===== config.mk =====
export PLATFORM = sky130hd
export DESIGN_NAME = conv1d_requant_pack
export DESIGN_NICKNAME = d
export VERILOG_FILES = /design/src/rtl/conv1d_requant_pack.sv
export SDC_FILE = /design/constraint.sdc
export NUM_CORES = 2
export LEC_CHECK = 0
export BUFFER_PORTS_ARGS = -buffer_cell sky130_fd_sc_hd__buf_2
export CORE_MARGIN = 8
export CORE_UTILIZATION = 61
export CTS_CLUSTER_DIAMETER = 80
export CTS_CLUSTER_SIZE = 25
export DETAILED_ROUTE_END_ITERATION = 10
export HOLD_SLACK_MARGIN = 0.15
export PLACE_DENSITY = 0.78
export SETUP_SLACK_MARGIN = 0.2
export SLEW_MARGIN = 20
export SYNTH_ARGS = -nofsm -noshare
export SYNTH_HDL_FRONTEND = slang
export SYNTH_SLANG_ARGS = --single-unit

===== constraint.sdc =====
create_clock -name clk -period 14 [get_ports clk]
set_input_delay 0.7 -clock clk [delete_from_list [all_inputs] [get_ports clk]]
set_output_delay 0.7 -clock clk [all_outputs]
set_load 0.03 [all_outputs]

===== src/rtl/conv1d_requant_pack.sv =====
`default_nettype none
// ============================================================================
// Module   : conv1d_requant_pack
// Purpose  : int8 requantization of conv1d accumulators (bias, SRDHM, rounding
//            shift, offset, clamp) and 4-byte little-endian packing.
//            Optional macro REQUANT_PER_CHANNEL_EN: per-channel bias/mult/shift.
// Revision : 1.0
// ============================================================================
module conv1d_requant_pack #(
   parameter int BYTE_SIZE    = 8,
   parameter int INT32_SIZE   = 32,
   parameter int MAX_CHANNELS = 128
) (
   input  logic                  clk,
   input  logic                  reset,
   input  logic                  cfg_we,
   input  logic [2:0]            cfg_addr,
   input  logic [6:0]            cfg_index,
   input  logic [INT32_SIZE-1:0] cfg_data,
   input  logic                  in_valid,
   output logic                  in_ready,
   input  logic [INT32_SIZE-1:0] in_acc,
   input  logic                  in_last,
   output logic                  out_valid,
   input  logic                  out_ready,
   output logic [INT32_SIZE-1:0] out_word,
   output logic [2:0]            out_bytes,
   output logic                  busy
);
   localparam logic [31:0] MULT_RST    = 32'h4000_0000;
   localparam logic [31:0] ACT_MIN_RST = 32'hFFFF_FF80;
   localparam logic [31:0] ACT_MAX_RST = 32'h0000_007F;
   localparam logic [31:0] INT_MIN     = 32'h8000_0000;
   localparam logic [63:0] NUDGE_POS   = 64'h0000_0000_4000_0000;
   localparam logic [63:0] NUDGE_NEG   = 64'hFFFF_FFFF_C000_0001;

`ifdef REQUANT_PER_CHANNEL_EN
   logic [MAX_CHANNELS-1:0][31:0] bias_q, bias_d, mult_q, mult_d;
   logic [MAX_CHANNELS-1:0][5:0]  shift_q, shift_d;
   logic [7:0] chan_cnt_q, chan_cnt_d;
   logic [6:0] ch_q, ch_d;
`else
   logic [31:0] bias_q, bias_d, mult_q, mult_d;
   logic [5:0]  shift_q, shift_d;
`endif
   logic [31:0] ofs_q, ofs_d, amin_q, amin_d, amax_q, amax_d;
   logic [31:0] sel_bias, sel_mult;
   logic [5:0]  sel_shift;

   logic        s1_v_q, s1_v_d, s1_last_q, s1_last_d;
   logic [31:0] s1_x_q, s1_x_d, s1_mult_q, s1_mult_d;
   logic [5:0]  s1_shift_q, s1_shift_d;
   logic        s2_v_q, s2_v_d, s2_last_q, s2_last_d, s2_sat_q, s2_sat_d;
   logic signed [63:0] s2_p_q, s2_p_d;
   logic [5:0]  s2_shift_q, s2_shift_d;
   logic        s3_v_q, s3_v_d, s3_last_q, s3_last_d;
   logic [31:0] s3_y_q, s3_y_d;
   logic [5:0]  s3_shift_q, s3_shift_d;
   logic        s4_v_q, s4_v_d, s4_last_q, s4_last_d;
   logic [BYTE_SIZE-1:0] s4_byte_q, s4_byte_d;
   logic [23:0] pack_q, pack_d;
   logic [1:0]  cnt_q, cnt_d;
   logic        out_valid_q, out_valid_d;
   logic [31:0] out_word_q, out_word_d;
   logic [2:0]  out_bytes_q, out_bytes_d;

   logic        en;
   logic [31:0] x, mask, thr, clamped, word;
   logic signed [63:0] xs, ms, t, q;
   logic signed [31:0] r, v;
   logic [5:0]  e;

`ifdef REQUANT_PER_CHANNEL_EN
   assign sel_bias  = bias_q[ch_q];
   assign sel_mult  = mult_q[ch_q];
   assign sel_shift = shift_q[ch_q];
   logic unused_ok;
   assign unused_ok = ^{q[63:32], clamped[31:8]};
`else
   assign sel_bias  = bias_q;
   assign sel_mult  = mult_q;
   assign sel_shift = shift_q;
   logic [31:0] unused_max_ch;
   logic        unused_ok;
   assign unused_max_ch = 32'(MAX_CHANNELS);
   assign unused_ok     = ^{q[63:32], clamped[31:8], cfg_index};
`endif

   always_comb begin
      bias_d = bias_q;
      mult_d = mult_q;
      shift_d = shift_q;
      ofs_d = ofs_q;
      amin_d = amin_q;
      amax_d = amax_q;
`ifdef REQUANT_PER_CHANNEL_EN
      chan_cnt_d = chan_cnt_q;
`endif
      if (cfg_we) begin
         case (cfg_addr)
`ifdef REQUANT_PER_CHANNEL_EN
            3'd0: bias_d[cfg_index]  = cfg_data;
            3'd1: mult_d[cfg_index]  = cfg_data;
            3'd2: shift_d[cfg_index] = cfg_data[5:0];
            3'd6: chan_cnt_d         = cfg_data[7:0];
`else
            3'd0: bias_d  = cfg_data;
            3'd1: mult_d  = cfg_data;
            3'd2: shift_d = cfg_data[5:0];
`endif
            3'd3: ofs_d  = cfg_data;
            3'd4: amin_d = cfg_data;
            3'd5: amax_d = cfg_data;
            default: ;
         endcase
      end
   end

   always_comb begin
      en = !out_valid_q || out_ready;
      {s1_v_d, s1_last_d, s1_x_d, s1_mult_d, s1_shift_d} = {s1_v_q, s1_last_q, s1_x_q, s1_mult_q, s1_shift_q};
      {s2_v_d, s2_last_d, s2_sat_d, s2_p_d, s2_shift_d} = {s2_v_q, s2_last_q, s2_sat_q, s2_p_q, s2_shift_q};
      {s3_v_d, s3_last_d, s3_y_d, s3_shift_d} = {s3_v_q, s3_last_q, s3_y_q, s3_shift_q};
      {s4_v_d, s4_last_d, s4_byte_d} = {s4_v_q, s4_last_q, s4_byte_q};
      pack_d = pack_q;
      cnt_d = cnt_q;
      out_valid_d = out_valid_q;
      out_word_d = out_word_q;
      out_bytes_d = out_bytes_q;
`ifdef REQUANT_PER_CHANNEL_EN
      ch_d = ch_q;
`endif
      // A negative shift is a right shift deferred to S4; positive shifts happen here.
      x = (in_acc + sel_bias) << (sel_shift[5] ? 6'd0 : sel_shift);
      xs = {{32{s1_x_q[31]}}, s1_x_q};
      ms = {{32{s1_mult_q[31]}}, s1_mult_q};
      t = s2_p_q + (s2_p_q[63] ? NUDGE_NEG : NUDGE_POS);
      q = $signed(t + (t[63] ? 64'h7FFF_FFFF : 64'd0)) >>> 31;
      e = s3_shift_q[5] ? (6'd0 - s3_shift_q) : 6'd0;
      mask = (32'd1 << e) - 32'd1;
      thr = (mask >> 1) + {31'd0, s3_y_q[31]};
      r = ($signed(s3_y_q) >>> e) + (((s3_y_q & mask) > thr) ? 32'sd1 : 32'sd0);
      v = r + $signed(ofs_q);
      clamped = (v < $signed(amin_q)) ? amin_q : ((v > $signed(amax_q)) ? amax_q : v);
      word = {8'd0, pack_q} | (32'(s4_byte_q) << (cnt_q * BYTE_SIZE));
      if (en) begin
         {s1_v_d, s1_last_d, s1_x_d, s1_mult_d, s1_shift_d} = {in_valid, in_last, x, sel_mult, sel_shift};
         s2_v_d = s1_v_q;
         s2_last_d = s1_last_q;
         s2_p_d = xs * ms;
         s2_sat_d = (s1_x_q == INT_MIN) && (s1_mult_q == INT_MIN);
         s2_shift_d = s1_shift_q;
         s3_v_d = s2_v_q;
         s3_last_d = s2_last_q;
         s3_y_d = s2_sat_q ? 32'h7FFF_FFFF : q[31:0];
         s3_shift_d = s2_shift_q;
         {s4_v_d, s4_last_d, s4_byte_d} = {s3_v_q, s3_last_q, clamped[BYTE_SIZE-1:0]};
         // en implies any held word is being drained this edge.
         out_valid_d = 1'b0;
         if (s4_v_q) begin
            if (cnt_q == 2'd3 || s4_last_q) begin
               out_word_d = word;
               out_bytes_d = {1'b0, cnt_q} + 3'd1;
               out_valid_d = 1'b1;
               pack_d = 24'd0;
               cnt_d = 2'd0;
            end else begin
               pack_d = word[23:0];
               cnt_d = cnt_q + 2'd1;
            end
         end
`ifdef REQUANT_PER_CHANNEL_EN
         if (in_valid)
            ch_d = (in_last || ({1'b0, ch_q} + 8'd1 >= chan_cnt_q)) ? 7'd0 : ch_q + 7'd1;
`endif
      end
   end

   always_ff @(posedge clk) begin
      if (reset) begin
`ifdef REQUANT_PER_CHANNEL_EN
         bias_q <= '0;
         mult_q <= {MAX_CHANNELS{MULT_RST}};
         shift_q <= '0;
         chan_cnt_q <= 8'd1;
         ch_q <= 7'd0;
`else
         bias_q <= '0;
         mult_q <= MULT_RST;
         shift_q <= '0;
`endif
         ofs_q <= '0;
         amin_q <= ACT_MIN_RST;
         amax_q <= ACT_MAX_RST;
         {s1_v_q, s1_last_q, s1_x_q, s1_mult_q, s1_shift_q} <= '0;
         {s2_v_q, s2_last_q, s2_sat_q, s2_p_q, s2_shift_q} <= '0;
         {s3_v_q, s3_last_q, s3_y_q, s3_shift_q} <= '0;
         {s4_v_q, s4_last_q, s4_byte_q} <= '0;
         pack_q <= '0;
         cnt_q <= '0;
         out_valid_q <= 1'b0;
         out_word_q <= '0;
         out_bytes_q <= '0;
      end else begin
`ifdef REQUANT_PER_CHANNEL_EN
         chan_cnt_q <= chan_cnt_d;
         ch_q <= ch_d;
`endif
         bias_q <= bias_d;
         mult_q <= mult_d;
         shift_q <= shift_d;
         ofs_q <= ofs_d;
         amin_q <= amin_d;
         amax_q <= amax_d;
         {s1_v_q, s1_last_q, s1_x_q, s1_mult_q, s1_shift_q} <= {s1_v_d, s1_last_d, s1_x_d, s1_mult_d, s1_shift_d};
         {s2_v_q, s2_last_q, s2_sat_q, s2_p_q, s2_shift_q} <= {s2_v_d, s2_last_d, s2_sat_d, s2_p_d, s2_shift_d};
         {s3_v_q, s3_last_q, s3_y_q, s3_shift_q} <= {s3_v_d, s3_last_d, s3_y_d, s3_shift_d};
         {s4_v_q, s4_last_q, s4_byte_q} <= {s4_v_d, s4_last_d, s4_byte_d};
         pack_q <= pack_d;
         cnt_q <= cnt_d;
         out_valid_q <= out_valid_d;
         out_word_q <= out_word_d;
         out_bytes_q <= out_bytes_d;
      end
   end

   assign in_ready  = en;
   assign out_valid = out_valid_q;
   assign out_word  = out_word_q;
   assign out_bytes = out_bytes_q;
   assign busy      = s1_v_q | s2_v_q | s3_v_q | s4_v_q | (cnt_q != 2'd0) | out_valid_q;

endmodule
`default_nettype wire


==> flow_summary.ini <==
[routing]
ant_nets = 0
wl_mm = 188.7
drc = 0
vias = 54660
wl_per_cell_um = 20.80
drtIter0Drc = 5211
viasPerCell = 6.025
first_pass_iters = 6

[clocking]
cts_resized = 0
cts-buffers-inserted = 25
clk_pin_slew_worst_paths_ns = 0.10
cts_hold_buf = 0
clkSinkCount = 423
clockBufferDepth = 3
tritoncts = done
h-tree-depth = 1
clock-root-buffer = clkbuf_16
post-cts-setup-buffers = 0
clock_latency_ns = 0.61

[worst_setup_path]
crit_path_start_kind = flip-flop
slowest_stage = dfxtp_1
timing.rr.start = s3_shift_q[0]
worstPathArrival_ns = 12.98
cpPeakStageDelay_ns = 0.66
cp.required_ns = 14.48
cp-end-kind = flip-flop
crit_path_frequent_cell = o21ai_0
cp-startpoint = s3_shift_q[0]
path_max_fanout = 29
critical_path_class = flip-flop to flip-flop

[run]
drv_cap = 0

[placement]
post-dp-hpwl_mm = 140.5
gp_congestion = 0.9586
port_buffers = 110

[power_and_ir_drop]
finalPower_mw = 3.513
p_per_area_nw_per_um2 = 52.36
p_leak_nw = 30.31
ir_worst_vdd_uv = 115.8

[hold_path]
hold_class = input pin to flip-flop
hp-start = in_valid

[global_route]
grt_overflow = 0
grt_first_pass_wirelength_mm = 302.4
grt_antenna_before_repair = 9
grtUsageTotal = 0.3220
grt_pass1_vias = 55670
grt_max_degree = 205

[timing]
finalSetupViolCount = 0
min_period_over_period = 0.8924
tightest_slew_ns = 1.138
maxSlewViolCount = 0
period_minus_slack_ns = 12.49
finalClockSkew_ns = 0.03416
relSlewSlack = 0.2400
hold_viol = 0
max_freq_mhz = 80.04
rsz0062_at_grt = false
whs_ns = 0.3366
tns_ns = 0

[floorplan]
num_rows = 119
coreArea_um2 = 105400
ios = 118
die_h_um = 342.1
die_x_um = 342.1
dieArea_um2 = 117100
initial_utilization = 0.6155

[status]
status = finished, final reports clean

[synthesis]
synth-edff-count = 0
synth-main-ff-cell = dfxtp_1
synth_cells = 7893
syn_nets = 9468
ys_warn_count = 0
syn_area_um2 = 64890
syn_area_per_cell_um2 = 8.221
synth.distinct_cells = 99
yosysSeqAreaShare = 0.1305
async_flop_share = 0
synth-seq-cells = 423

[final_layout]
finalNetCount = 9243
area_growth_pct = 3.403
layout-drive-gt1-share = 0.04232
## per-stage QoR
stage	cell area (um^2)	setup WS (ns)	std cells	utilization
floorplan	64890	3.439	7893	-
global placement	66250	1.900	9032	0.6284
detailed placement	66250	1.780	9032	0.6284
CTS	67080	1.650	9071	0.6363
global route	67090	0.2831	9071	0.6364
finish	67090	1.506	9072	0.6365
## worst max-delay path: cells and delay by family, from the launching register on
kind / cells / cell delay [ns]
AOI/OAI and AO/OA: 19 / 4.15
xor gates and xnor gates: 3 / 0.57
adders and majority gates: 6 / 2.00
buffers and inverters: 4 / 0.75
DFF: 1 / 0.66
muxes: 1 / 0.20
and+or+nand+nor: 17 / 4.02
## per-layer routing
layer,GRT usage,routed length [um],up-vias
met4,0.1337,9456,4
met2,0.5290,87860,2627
met5,0,26,-
met3,0.05330,17450,597
met1,0.4240,73910,26910
li1,-,-,24530
## logic make-up after synthesis
logic type | after synthesis | synth area share
compound gates | 1316 | 0.1249
xor+xnor | 226 | 0.03051
fa+ha+maj | 1495 | 0.4138
buf+inv | 1710 | 0.09958
flops | 423 | 0.1305
mux | 121 | 0.01928
simple gates | 2602 | 0.1814
## sequential cells by signal (all words and copies together) (netlist names), 32 cells and up
register	count
amax_q	32
amin_q	32
bias_q	32
mult_q	32
ofs_q	32
out_word	32
s1_mult_q	32
s1_x_q	32
s2_p_q	64
s3_y_q	32
## worst paths after layout
kind                  endpoint  slack, ns  cells after the start
hold reg to reg      s2_last_q       0.46                      2
hold / removal          s1_v_q       0.34                      3
setup / recovery  s4_byte_q[6]       1.51                     50
setup reg to reg  s4_byte_q[6]       1.51                     50
## synth_stat cells (24+ instances only)
library cell	n	share of area
and2_1	274	0.026
a21oi_1	554	0.043
o211ai_1	51	0.0059
dfxtp_1	423	0.13
o21a_1	28	0.0032
ha_1	410	0.079
fa_1	1085	0.33
nor4_1	44	0.0042
nor3_1	86	0.0066
nand2_1	1482	0.086
nor2b_1	53	0.0051
nand2b_1	71	0.0068
xor2_1	74	0.010
a211oi_1	72	0.0083
nand3_1	100	0.0077
clkbuf_1	430	0.025
xnor2_1	152	0.021
nand4_1	70	0.0067
inv_1	1245	0.072
buf_1	25	0.0014
and3_1	39	0.0038
a31oi_1	33	0.0032
o21bai_1	24	0.0028
a21o_1	133	0.015
nor2_1	302	0.017
mux2i_1	107	0.017
o21ai_0	224	0.017
## cell type report
class	instances	area [um^2]
clock inverters	12	175.2
inverters	1246	4682
clock buffers	27	653.1
fillers	8995	38320
diodes	1	2.502
repair buffers	212	1364
well taps	1391	1740
flip-flops and latches	423	8472
multi-input cells	5760	50010
## power by group
part / internal, mW / switching [mW] / total [mW]
clock: 0.360 / 0.476 / 0.836
combinational: 0.454 / 0.838 / 1.29
sequential: 1.27 / 0.115 / 1.38
total: 2.08 / 1.43 / 3.51
## cell usage in the layout (no fill, tap or decap), types with 133 or more instances in the layout
cell     count
o21ai_0    224
fa_1      1085
xnor2_1    152
nand2_1   1481
inv_1     1244
ha_1       410
a21oi_1    554
and2_1     274
nor2_1     299
a21o_1     133
dfxtp_1    420
Power figures use the tool's default switching activity.
